--- src/rtl/gpio_pkg.sv ---
// Shared constants for the GPIO interrupt controller: default sizes,
// register byte offsets and the register decode used by the top.
package gpio_pkg;

   localparam int GPIO_WIDTH_DEF  = 32;
   localparam int GPIO_ADDR_W_DEF = 6;
   localparam int GPIO_BUS_W      = 32;

   localparam logic [GPIO_BUS_W-1:0] GPIO_DATA_OUT    = 32'h00;
   localparam logic [GPIO_BUS_W-1:0] GPIO_DIR         = 32'h04;
   localparam logic [GPIO_BUS_W-1:0] GPIO_DATA_IN     = 32'h08;
   localparam logic [GPIO_BUS_W-1:0] GPIO_OUT_SET     = 32'h0C;
   localparam logic [GPIO_BUS_W-1:0] GPIO_OUT_CLR     = 32'h10;
   localparam logic [GPIO_BUS_W-1:0] GPIO_OUT_TGL     = 32'h14;
   localparam logic [GPIO_BUS_W-1:0] GPIO_IRQ_RISE_EN = 32'h18;
   localparam logic [GPIO_BUS_W-1:0] GPIO_IRQ_FALL_EN = 32'h1C;
   localparam logic [GPIO_BUS_W-1:0] GPIO_IRQ_STATUS  = 32'h20;

   typedef enum logic [3:0] {
      REG_DATA_OUT,
      REG_DIR,
      REG_DATA_IN,
      REG_OUT_SET,
      REG_OUT_CLR,
      REG_OUT_TGL,
      REG_RISE_EN,
      REG_FALL_EN,
      REG_IRQ_STATUS,
      REG_NONE
   } gpio_reg_e;

   // Offsets must match exactly; misaligned or out-of-map addresses decode to REG_NONE.
   function automatic gpio_reg_e gpio_decode(input logic [GPIO_BUS_W-1:0] offset);
      gpio_reg_e sel;
      case (offset)
         GPIO_DATA_OUT:    sel = REG_DATA_OUT;
         GPIO_DIR:         sel = REG_DIR;
         GPIO_DATA_IN:     sel = REG_DATA_IN;
         GPIO_OUT_SET:     sel = REG_OUT_SET;
         GPIO_OUT_CLR:     sel = REG_OUT_CLR;
         GPIO_OUT_TGL:     sel = REG_OUT_TGL;
         GPIO_IRQ_RISE_EN: sel = REG_RISE_EN;
         GPIO_IRQ_FALL_EN: sel = REG_FALL_EN;
         GPIO_IRQ_STATUS:  sel = REG_IRQ_STATUS;
         default:          sel = REG_NONE;
      endcase
      return sel;
   endfunction

endpackage

--- src/rtl/gpio_irq_ctrl_if.sv ---
// Peripheral bus between the core (master) and the GPIO controller (slave).
interface gpio_irq_ctrl_if
   import gpio_pkg::*;
#(
   parameter int ADDR_W = GPIO_ADDR_W_DEF
);

   // No stall: a write is taken at every edge with we high, a read at every
   // edge with re high; rdata is valid from that edge and holds until the next read.
   logic                  we;
   logic                  re;
   logic [ADDR_W-1:0]     addr;
   logic [GPIO_BUS_W-1:0] wdata;
   logic [GPIO_BUS_W-1:0] rdata;

   modport master (output we, output re, output addr, output wdata, input rdata);
   modport slave  (input we, input re, input addr, input wdata, output rdata);

endinterface

--- src/rtl/gpio_sync.sv ---
// Two-flop synchroniser bringing asynchronous pad inputs into the clk domain.
module gpio_sync #(
   parameter int WIDTH = 32
) (
   input  logic             clk,
   input  logic             reset,
   input  logic [WIDTH-1:0] d,
   output logic [WIDTH-1:0] q
);

   logic [WIDTH-1:0] sync1;
   logic [WIDTH-1:0] sync2;

   always_ff @(posedge clk or posedge reset) begin
      if (reset) begin
         sync1 <= '0;
         sync2 <= '0;
      end else begin
         sync1 <= d;
         sync2 <= sync1;
      end
   end

   assign q = sync2;

endmodule

--- src/rtl/gpio_irq_ctrl.sv ---
// Memory-mapped GPIO with direction, atomic set/clear/toggle and per-bit
// rising/falling edge interrupt capture onto a single level irq line.
module gpio_irq_ctrl
   import gpio_pkg::*;
#(
   parameter int WIDTH  = GPIO_WIDTH_DEF,
   parameter int ADDR_W = GPIO_ADDR_W_DEF
) (
   input  logic             clk,
   input  logic             reset,
   gpio_irq_ctrl_if.slave   bus,
   input  logic [WIDTH-1:0] gpio_in,
   output logic [WIDTH-1:0] gpio_out,
   output logic [WIDTH-1:0] gpio_dir,
   output logic             irq
);

   logic [WIDTH-1:0]      data_out;
   logic [WIDTH-1:0]      dir;
   logic [WIDTH-1:0]      rise_en;
   logic [WIDTH-1:0]      fall_en;
   logic [WIDTH-1:0]      irq_status;
   logic [WIDTH-1:0]      sync2;
   logic [WIDTH-1:0]      prev;
   logic [WIDTH-1:0]      rise;
   logic [WIDTH-1:0]      fall;
   logic [WIDTH-1:0]      w1c_mask;
   logic [WIDTH-1:0]      wdata_w;
   logic [GPIO_BUS_W-1:0] addr_full;
   logic [GPIO_BUS_W-1:0] rd_mux;
   logic [GPIO_BUS_W-1:0] rdata_q;
   gpio_reg_e             reg_sel;

   function automatic logic [GPIO_BUS_W-1:0] widen(input logic [WIDTH-1:0] v);
      logic [GPIO_BUS_W-1:0] r;
      r = '0;
      r[WIDTH-1:0] = v;
      return r;
   endfunction

   gpio_sync #(.WIDTH(WIDTH)) u_sync (
      .clk   (clk),
      .reset (reset),
      .d     (gpio_in),
      .q     (sync2)
   );

   always_comb begin
      addr_full = '0;
      addr_full[ADDR_W-1:0] = bus.addr;
   end

   assign reg_sel = gpio_decode(addr_full);
   assign wdata_w = bus.wdata[WIDTH-1:0];

   // Output-direction bits never raise interrupts, whatever their enables say.
   assign rise = sync2 & ~prev & ~dir & rise_en;
   assign fall = ~sync2 & prev & ~dir & fall_en;

   assign w1c_mask = (bus.we && (reg_sel == REG_IRQ_STATUS)) ? wdata_w : '0;

   always_comb begin
      rd_mux = '0;
      case (reg_sel)
         REG_DATA_OUT:   rd_mux = widen(data_out);
         REG_DIR:        rd_mux = widen(dir);
         REG_DATA_IN:    rd_mux = widen(sync2);
         REG_RISE_EN:    rd_mux = widen(rise_en);
         REG_FALL_EN:    rd_mux = widen(fall_en);
         REG_IRQ_STATUS: rd_mux = widen(irq_status);
         default:        rd_mux = '0;
      endcase
   end

   // Read mux sees register values before this edge's write, so a same-cycle
   // read returns the old contents.
   always_ff @(posedge clk or posedge reset) begin
      if (reset) begin
         data_out   <= '0;
         dir        <= '0;
         rise_en    <= '0;
         fall_en    <= '0;
         irq_status <= '0;
         prev       <= '0;
         rdata_q    <= '0;
      end else begin
         prev       <= sync2;
         irq_status <= (irq_status & ~w1c_mask) | rise | fall;
         if (bus.re) begin
            rdata_q <= rd_mux;
         end
         if (bus.we) begin
            case (reg_sel)
               REG_DATA_OUT: data_out <= wdata_w;
               REG_DIR:      dir      <= wdata_w;
               REG_OUT_SET:  data_out <= data_out | wdata_w;
               REG_OUT_CLR:  data_out <= data_out & ~wdata_w;
               REG_OUT_TGL:  data_out <= data_out ^ wdata_w;
               REG_RISE_EN:  rise_en  <= wdata_w;
               REG_FALL_EN:  fall_en  <= wdata_w;
               default:      ;
            endcase
         end
      end
   end

   assign bus.rdata = rdata_q;
   assign gpio_out  = data_out;
   assign gpio_dir  = dir;
   assign irq       = |irq_status;

endmodule

--- src/flat_wrapper.sv ---
// flat-port wrapper written by rule: the top's interface ports become plain ports
module gpio_irq_ctrl_flat import gpio_pkg::*;
#(
   parameter int WIDTH  = GPIO_WIDTH_DEF,
   parameter int ADDR_W = GPIO_ADDR_W_DEF
)
  (clk, reset, gpio_in, gpio_out, gpio_dir, irq, bus_we, bus_re, bus_addr, bus_wdata, bus_rdata);
  gpio_irq_ctrl_if #(.ADDR_W(ADDR_W)) bus_i ();
  input  logic clk;
  input  logic reset;
  input  logic [WIDTH-1:0] gpio_in;
  output logic [WIDTH-1:0] gpio_out;
  output logic [WIDTH-1:0] gpio_dir;
  output logic irq;
  input wire logic [$bits(bus_i.we)-1:0] bus_we;
  input wire logic [$bits(bus_i.re)-1:0] bus_re;
  input wire logic [$bits(bus_i.addr)-1:0] bus_addr;
  input wire logic [$bits(bus_i.wdata)-1:0] bus_wdata;
  output wire logic [$bits(bus_i.rdata)-1:0] bus_rdata;
  assign bus_i.we = bus_we;
  assign bus_i.re = bus_re;
  assign bus_i.addr = bus_addr;
  assign bus_i.wdata = bus_wdata;
  assign bus_rdata = bus_i.rdata;
  gpio_irq_ctrl #(.WIDTH(WIDTH), .ADDR_W(ADDR_W)) u_core (.clk(clk), .reset(reset), .bus(bus_i), .gpio_in(gpio_in), .gpio_out(gpio_out), .gpio_dir(gpio_dir), .irq(irq));
endmodule
--- config.mk ---
export PLATFORM = sky130hd
export DESIGN_NAME = gpio_irq_ctrl_flat
export DESIGN_NICKNAME = d
export VERILOG_FILES = /design/src/rtl/gpio_pkg.sv /design/src/rtl/gpio_irq_ctrl_if.sv /design/src/rtl/gpio_sync.sv /design/src/rtl/gpio_irq_ctrl.sv /design/src/flat_wrapper.sv
export SDC_FILE = /design/constraint.sdc
export NUM_CORES = 1
export LEC_CHECK = 0
export BUFFER_PORTS_ARGS = -buffer_cell sky130_fd_sc_hd__buf_2
export CORE_AREA = 10 10 225 227
export DETAILED_ROUTE_END_ITERATION = 10
export DIE_AREA = 0 0 235 237
export GPL_TIMING_DRIVEN = 0
export MAX_ROUTING_LAYER = met4
export PLACE_DENSITY = 0.52
export SLEW_MARGIN = 20
export SYNTH_ARGS = -nofsm -noshare
export SYNTH_HDL_FRONTEND = slang
export SYNTH_SLANG_ARGS = --single-unit
--- constraint.sdc ---
create_clock -name clk -period 9.4 [get_ports clk]
set_input_delay 1.88 -clock clk [delete_from_list [all_inputs] [get_ports clk]]
set_output_delay 1.88 -clock clk [all_outputs]
set_load 0.01 [all_outputs]
==> results by group <==
Clock network
  – CTS resizes: 0
  – CTS tree: built
  – Worst-path clk slew: roughly 60 ps
  – Hold Buf Count CTS: 0
  – Postcts setup bufs: 0
  – Cts bufs inserted: 35
  – H-Tree Depth: 2
  – Root buf cell: clkbuf_16
  – Clock Path Buffers: 3
  – Clk_lat worst skew: around 530 ps
  – Sink Count: around 290

Global routing
  – First-pass GRT wire length: 70.19 mm
  – Gr ovfl total: 0
  – Pin count of the biggest net entering global routing: 34
  – Vias in the first global route: around 11,000
  – Global-route total usage across every layer: approximately 17%
  – Initial antenna violation count: 2

Synth
  – Dominant cells by area after synthesis: dfrtp_1 53%, ha_1 5.9%, mux2i_1 4.6%
  – Synth Cell Area: ~0.014 mm²
  – Synthesis Warnings: 0
  – Synth Instances: 1,196
  – Post-synth top area share: a little over half
  – Sequential area share after synthesis: a little over half
  – Post-synth EDFFs: 0
  – Yosys top cell by area: dfrtp_1
  – Yosys reg bits: about 290
  – Async set or reset register ratio after synthesis: 100.0%
  – Distinct cells, synth: between 40 and 50
  – Synth Flop Type: dfrtp_1
  – Synth Area per Inst: 11.43 µm²
  – Syn nets: about 1,300

Timing
  – Setup TNS: 0 ps
  – Worst slew margin relative to its limit: 20.23%
  – Final Critical Period: 4360 ps
  – Final Max Slew Viols: 0
  – Worst hold margin: between 300 and 400 ps
  – RSZ-0062 raised after global routing: false
  – Slew @ Worst Pin: 1197 ps
  – Final worst clock skew: about 18 ps
  – Crit share post-route: a little under half
  – Final setup viols: 0
  – Fmax: 229.4 MHz
  – Hold Fails Final Rpt: 0
  – Final setup slack of the worst path: approximately 5000 ps

Detailed routing
  – Detail Route Antenna Nets: 0
  – Detailed-route via count: roughly 10,000
  – Per-cell routed wire length: 23.03 µm
  – Total Wirelength: 47.05 mm
  – DR DRC count: 0
  – Router iterations before antenna repair: 5
  – First DRT Iteration DRCs: around 970
  – Via density per instance: between 5 and 6

Flow run
  – Maxcap violations: 0

Finish
  – Finished Layout Cells: around 2,000
  – Commonest non-fill, non-tap cell in the layout: dfrtp_1
  – Nets: approximately 1,600
  – Fin util: 35.95%
  – Area Overhead vs Synth: 21.42%
  – Design area: roughly 0.017 mm²
  – Most frequent cells in the layout: 288 x dfrtp_1, 192 x buf_2, 94 x nand2_1, 86 x inv_1, 64 x ha_1
  – Layout cells sized above 1: roughly a quarter

Placed design
  – # port buffers: 169
  – Hpwl dp: around 34 mm
  – Post-DP Area: 0.01549 mm²
  – Placed cells: 1,983
  – Pre-CTS setup slack: 5033 ps
  – GP Congestion: between 0.8 and 0.9

Pwr
  – Cell Pwr Density: 201.4 mW/mm²
  – Leakage: 7.896 nW
  – Total power: 3.342 mW
  – Worst vdd ir: 0.08882 mV

Floorplanning
  – Core box area: around 0.046 mm²
  – Row cnt: 79
  – Die X-Extent: approximately 240 µm
  – Die H: around 240 µm
  – Die ar.: about 0.056 mm²
  – I/O pin count: 171
  – Starting density of the core: 29.60%

Worst setup path
  – Cell Chain, Critical Path: nor4_1, nand4_1, or2_2, buf_2
  – Crit. Startpoint: u_core.irq_status[23]$_DFF_PP0_
  – Critical-path maximum fanout: 3
  – WS Path Type: reg2out
  – Crit path DAT: 2480 ps
  – Worst EP required: ~7500 ps
  – Worst r2r src: u_core.gpio_out[17]$_DFFE_PP0P_
  – Worst path slowest cell: nor4_1
  – Critical path endpoint category: primary output
  – Crit-path max cell delay: roughly 640 ps
  – CP Launch Type: register

Worst hold path
  – Worst Hold Class: reg2reg
  – Hold_sp: u_core.u_sync.sync1[18]$_DFF_PP0_

Run status
  – Status: finished clean
## path summary, 6_finish.rpt
check | slack (ps) | to | depth (start not counted)
worst max register to register | 7760 | u_core.gpio_out[17]$_DFFE_PP0P_ | 5
min in group asynchronous | 1310 | u_core.u_sync.sync1[28]$_DFF_PP0_ | 2
max in group asynchronous | 6920 | u_core.bus.rdata[15]$_DFFE_PP0P_ | 6
worst min register to register | 350 | u_core.u_sync.q[18]$_DFF_PP0_ | 0
worst min-delay path | 350 | u_core.u_sync.q[18]$_DFF_PP0_ | 0
worst max-delay path | 5040 | irq | 4
## layout make-up
| class | count | area [µm²] |
|---|---|---|
| Timing Repair Buffer | 180 | 1051 |
| Tap cell | 607 | 759.5 |
| Sequential cell | 288 | 7207 |
| Buffer | 76 | 365.4 |
| Inverter | 87 | 330.3 |
| Clock inverter | 10 | 103.9 |
| Multi-Input combinational cell | 745 | 5773 |
| Fill cell | 4553 | 29570 |
| Antenna cell | 1 | 2.502 |
| Clock buffer | 49 | 1001 |
## sequential cells by signal, indices dropped and copies added (netlist names)
| signal | count |
|---|---|
| u_core.u_sync.q | 32 |
| u_core.gpio_dir | 32 |
| u_core.gpio_out | 32 |
| u_core.prev | 32 |
| u_core.fall_en | 32 |
| u_core.irq_status | 32 |
| u_core.rise_en | 32 |
| u_core.bus.rdata | 32 |
| u_core.u_sync.sync1 | 32 |
## power breakdown
part,total [mW],switching [mW],internal [mW]
sequential,1.51,0.130,1.38
combinational,0.507,0.290,0.217
clock,1.32,0.529,0.795
total,3.34,0.950,2.39
## cells by family after synthesis
logic type / count (synthesis) / synth area share [%]
mux: 160 / 13.43
simple gates: 286 / 10.47
fa+ha+maj: 64 / 5.860
flops: 288 / 52.74
compound gates: 235 / 12.43
buf+inv: 163 / 5.063
## cells in the mapped netlist (30+ instances only)
| cell type | n |
|---|---|
| dfrtp_1 | 288 |
| nand2_1 | 94 |
| inv_1 | 87 |
| ha_1 | 64 |
| mux2i_1 | 63 |
| nor2_1 | 54 |
| a31oi_1 | 52 |
| clkbuf_1 | 45 |
| nor3_1 | 44 |
| a221oi_1 | 37 |
| mux2_2 | 35 |
| a22oi_1 | 32 |
| mux2_1 | 32 |
| o2bb2ai_1 | 32 |
| mux2_4 | 30 |
## metal layers
layer / vias up / GRT usage [%] / share of wire (%)
met5: - / - / 0
met1: 5226 / 21.21 / 44
met3: 90 / 4.492 / 7.4
met4: 0 / 6.823 / 3.7
li1: 4770 / - / -
met2: 367 / 25.66 / 45
## worst max-delay path: cells and delay by family (launching register included)
kind	cells	cell delay, ps
buffers and inverters	1	150
DFF	1	440
and+or+nand+nor	3	1370
(Power assumes the default switching activity.)
